<file path="src/rtl/mux2to1_arbiter.sv">
// Two-requester round-robin arbiter that steers one shared operand mux
// and presents the captured operand downstream over valid/ready.

module mux2to1_nbits #(
    parameter int SIZE = 4
) (
    input  logic [SIZE-1:0] a,
    input  logic [SIZE-1:0] b,
    input  logic            sel,
    output logic [SIZE-1:0] y
);
    assign y = sel ? a : b;
endmodule

module mux2to1_arbiter #(
    parameter int SIZE = 4
) (
    input  logic            clk,
    input  logic            reset,
    input  logic            req_a,
    input  logic [SIZE-1:0] data_a,
    input  logic            req_b,
    input  logic [SIZE-1:0] data_b,
    output logic            ack_a,
    output logic            ack_b,
    output logic [SIZE-1:0] out_data,
    output logic            out_valid,
    input  logic            out_ready,
    output logic            owner
);
    typedef enum logic {IDLE, HOLD} state_t;

    state_t          state;
    logic            prio;
    logic            grant_a;
    logic            grant_any;
    logic [SIZE-1:0] mux_y;

    // A lone request wins outright; prio only breaks ties.
    always_comb begin
        grant_any = req_a | req_b;
        grant_a   = req_a & (~req_b | prio);
    end

    mux2to1_nbits #(.SIZE(SIZE)) u_mux (
        .a   (data_a),
        .b   (data_b),
        .sel (grant_a),
        .y   (mux_y)
    );

    always_ff @(posedge clk or posedge reset) begin
        if (reset) begin
            state     <= IDLE;
            prio      <= 1'b1;
            out_data  <= '0;
            owner     <= 1'b0;
            out_valid <= 1'b0;
            ack_a     <= 1'b0;
            ack_b     <= 1'b0;
        end else begin
            case (state)
                IDLE: begin
                    ack_a <= 1'b0;
                    ack_b <= 1'b0;
                    if (grant_any) begin
                        out_data  <= mux_y;
                        owner     <= grant_a;
                        out_valid <= 1'b1;
                        ack_a     <= grant_a;
                        ack_b     <= ~grant_a;
                        prio      <= ~grant_a;
                        state     <= HOLD;
                    end
                end
                HOLD: begin
                    ack_a <= 1'b0;
                    ack_b <= 1'b0;
                    if (out_ready) begin
                        out_valid <= 1'b0;
                        state     <= IDLE;
                    end
                end
                default: begin
                    state <= IDLE;
                end
            endcase
        end
    end
endmodule

</file>
<file path="config.mk">
export PLATFORM = sky130hd
export DESIGN_NAME = mux2to1_arbiter
export DESIGN_NICKNAME = d
export VERILOG_FILES = /design/src/rtl/mux2to1_arbiter.sv
export SDC_FILE = /design/constraint.sdc
export NUM_CORES = 1
export LEC_CHECK = 0
export BUFFER_PORTS_ARGS = -buffer_cell sky130_fd_sc_hd__buf_2
export CELL_PAD_IN_SITES_DETAIL_PLACEMENT = 1
export CELL_PAD_IN_SITES_GLOBAL_PLACEMENT = 2
export CORE_UTILIZATION = 24
export CTS_CLUSTER_SIZE = 24
export DETAILED_ROUTE_END_ITERATION = 12
export GPL_TIMING_DRIVEN = 0
export PLACE_DENSITY_LB_ADDON = 0.12
export SLEW_MARGIN = 20
export SYNTH_ARGS = -nofsm -noshare
export SYNTH_HDL_FRONTEND = slang
export SYNTH_HIERARCHICAL = 1
export SYNTH_SLANG_ARGS = --single-unit
</file>
<file path="constraint.sdc">
create_clock -name clk -period 1.6 [get_ports clk]
set_clock_uncertainty 0.2 [all_clocks]
set_input_delay 0.24 -clock clk [delete_from_list [all_inputs] [get_ports clk]]
set_output_delay 0.24 -clock clk [all_outputs]
set_load 0.005 [all_outputs]
</file>
==> impl_metrics.yaml <==
route:
  met3_length_um: 65
  wl_met1_um: 457
  post-route-drc-count: 0
  wl_met2_um: 579
  vias_per_cell: 4.31
  ant_nets: 0
  top_layer: "met3"
  drt-initial-drc-count: 5
  drt-wirelength-per-cell_um: 12.5
  drt_pass1_iterations: 2
  routed_wl_um: 1100
  via_count: 379
grt:
  grt_remaining_overflow: 0
  first_global_vias: 391
  grt_max_degree: 11
  antenna_found_initial: 0
  grt_pass1_wl_um: 1770
  grt.total_usage: 0.123
timing:
  holdWs_ns: 0.0737
  fin_crit_ns: 1.69
  slew-limit-headroom: 0.736
  drv_slew: 0
  timing.final.ws_setup_ns: -0.0851
  setup_viol: 4
  setup_tns_ns: -0.323
  grt_setup_unrepaired: "yes"
  max_freq_ghz: 0.593
  fin_crit_sh: 1.05
  hold_viol: 0
  tightest_slew_ns: 0.396
cells_and_area:
  layout.nets: 77
  syn_to_final_growth_pct: 49.7
  diodes: 0
  drive_gt1_frac: 0.603
  final_core_util: 0.393
placement:
  place_hpwl_um: 873
  gp_congestion: 0.647
  place_ws_ns: -0.134
  io_buffers: 20
logic_synthesis:
  ys_seq_elements: 10
  synth_nets: 47
  avgSynthCellArea_um2: 13.6
  yosysWarnings: 6
  synth_cell_types: 14
  ys_seq_area_frac: 0.543
  synth_cells: 34
  syn-cell-area_um2: 463
floorplan:
  rows: 15
  die_area_mm2: 0.00211
  core_mm2: 0.00176
  io_pins: 21
  die_y_um: 45.9
  die_w_um: 45.9
  initial_utilization: 0.262
setup_path:
  end_kind: "flip-flop"
  crit_chain: "nor2b_4 -> nor2b_4 -> mux2_4 -> mux2_4"
  critPathKind: "reg2reg"
  crit_arrival_ns: 1.63
  required_ns: 1.55
  start_kind: "flip-flop"
  slowest_delay_ns: 0.55
  crit_fanout: 4
  cpMaxStageDelayCell: "dfstp_2"
power:
  power_mw: 0.781
  leakagePower_nw: 0.357
  powerDensity_mw_per_mm2: 1130
  vdd_drop_max_uv: 476
hold_path:
  hold_path.class: "in2reg"
clocking:
  cts_max_path_buffers: 2
  clk_pin_slew_ns: 0.07
  root_buffer: "clkbuf_4"
  cts_made_buffers: 3
  clkSinkCount: 10
  clkLatencyLatePin_ns: 0.25
  cts_tree: "yes"
  htreeDepth: 1
run_status:
  status: "finished, violations left"
  violations: "setup timing"
flow_run:
  maxCapViolCount: 0
[through the flow]
stage          instance area (µm²)  instances
6_report                       693         88
5_1_grt                        693         88
4_1_cts                        686         87
3_5_place_dp                   619         79
3_3_place_gp                   619         79
2_1_floorplan                  488         34
[cell usage after synthesis (all sizes together)]
master,count,share of area
a21o,1,0.016
a21oi,3,0.032
dfrtp,9,0.49
dfstp,1,0.057
inv,1,0.0081
mux2,8,0.23
nand2b,3,0.041
nor2,1,0.0081
nor2b,2,0.027
nor3,2,0.022
nor3b,1,0.016
o21bai,1,0.041
o2bb2ai,1,0.019
[kinds of logic after synthesis]
family	share of synthesized area
AOI/OAI and AO/OA	0.108
and+or+nand+nor	0.114
buffers and inverters	0.00810
muxes	0.227
DFF	0.543
[cells in the final DEF, fill, tap and decap left out, types with 2 or more instances in the layout]
cell,instances
nand2b_1,3
clkbuf_4,3
buf_2,20
dfrtp_1,9
buf_4,3
dlygate4sd3_1,2
a21oi_1,3
nor3_1,2
nor2b_4,2
mux2_4,8
[metal layers]
layer  global-route usage  vias to the layer above
li1                     -                      177
met4               0.0353                        0
met5                    0                        -
met1                0.138                      188
met2                0.208                       14
met3               0.0516                        0
[what timing repair did]
item	in CTS	in global routing
hold buffers	2	0
setup endpoints to repair	4	4
endpoints found under the hold margin	10	0
setup buffers	2	1
gates resized for setup	1	0
[final cells by class]
type | count | area, µm²
Fill cell | 217 | 1070
Sequential cell | 10 | 251
Inverter | 1 | 3.75
Timing Repair Buffer | 25 | 143
Clock buffer | 4 | 26.3
Tap cell | 25 | 31.3
Multi-Input combinational cell | 23 | 238
[final timing paths]
path                               endpoint  slack (ns)  cells after the start  startpoint
worst max-delay path            out_data[0]       -0.09                      4        prio
worst min-delay path                  ack_b        0.07                      2       req_a
worst max register to register  out_data[0]       -0.09                      4        prio
worst min register to register        owner        0.29                      1       owner
max in group asynchronous              prio        0.57                      3       reset
min in group asynchronous       out_data[2]        0.31                      3       reset
[critical path: cells and delay by family, from the launching register on]
family           cells  cell delay (ns)
flip-flops           1             0.55
multiplexers         2             0.58
AND/OR/NAND/NOR      2             0.24
[power breakdown]
group	internal (mW)	switching [mW]	leakage (nW)
Sequential	0.316	0.0373	0.119
Clock	0.0961	0.0828	0.0150
Combinational	0.159	0.0908	0.223
[registers in the layout, indices dropped and copies added, names as in the netlist]
| signal | count |
|---|---|
| ack_a | 1 |
| ack_b | 1 |
| out_data | 4 |
| out_valid | 1 |
| owner | 1 |
| prio | 1 |
| state | 1 |
Note: power is estimated with default switching activity, not from simulation.
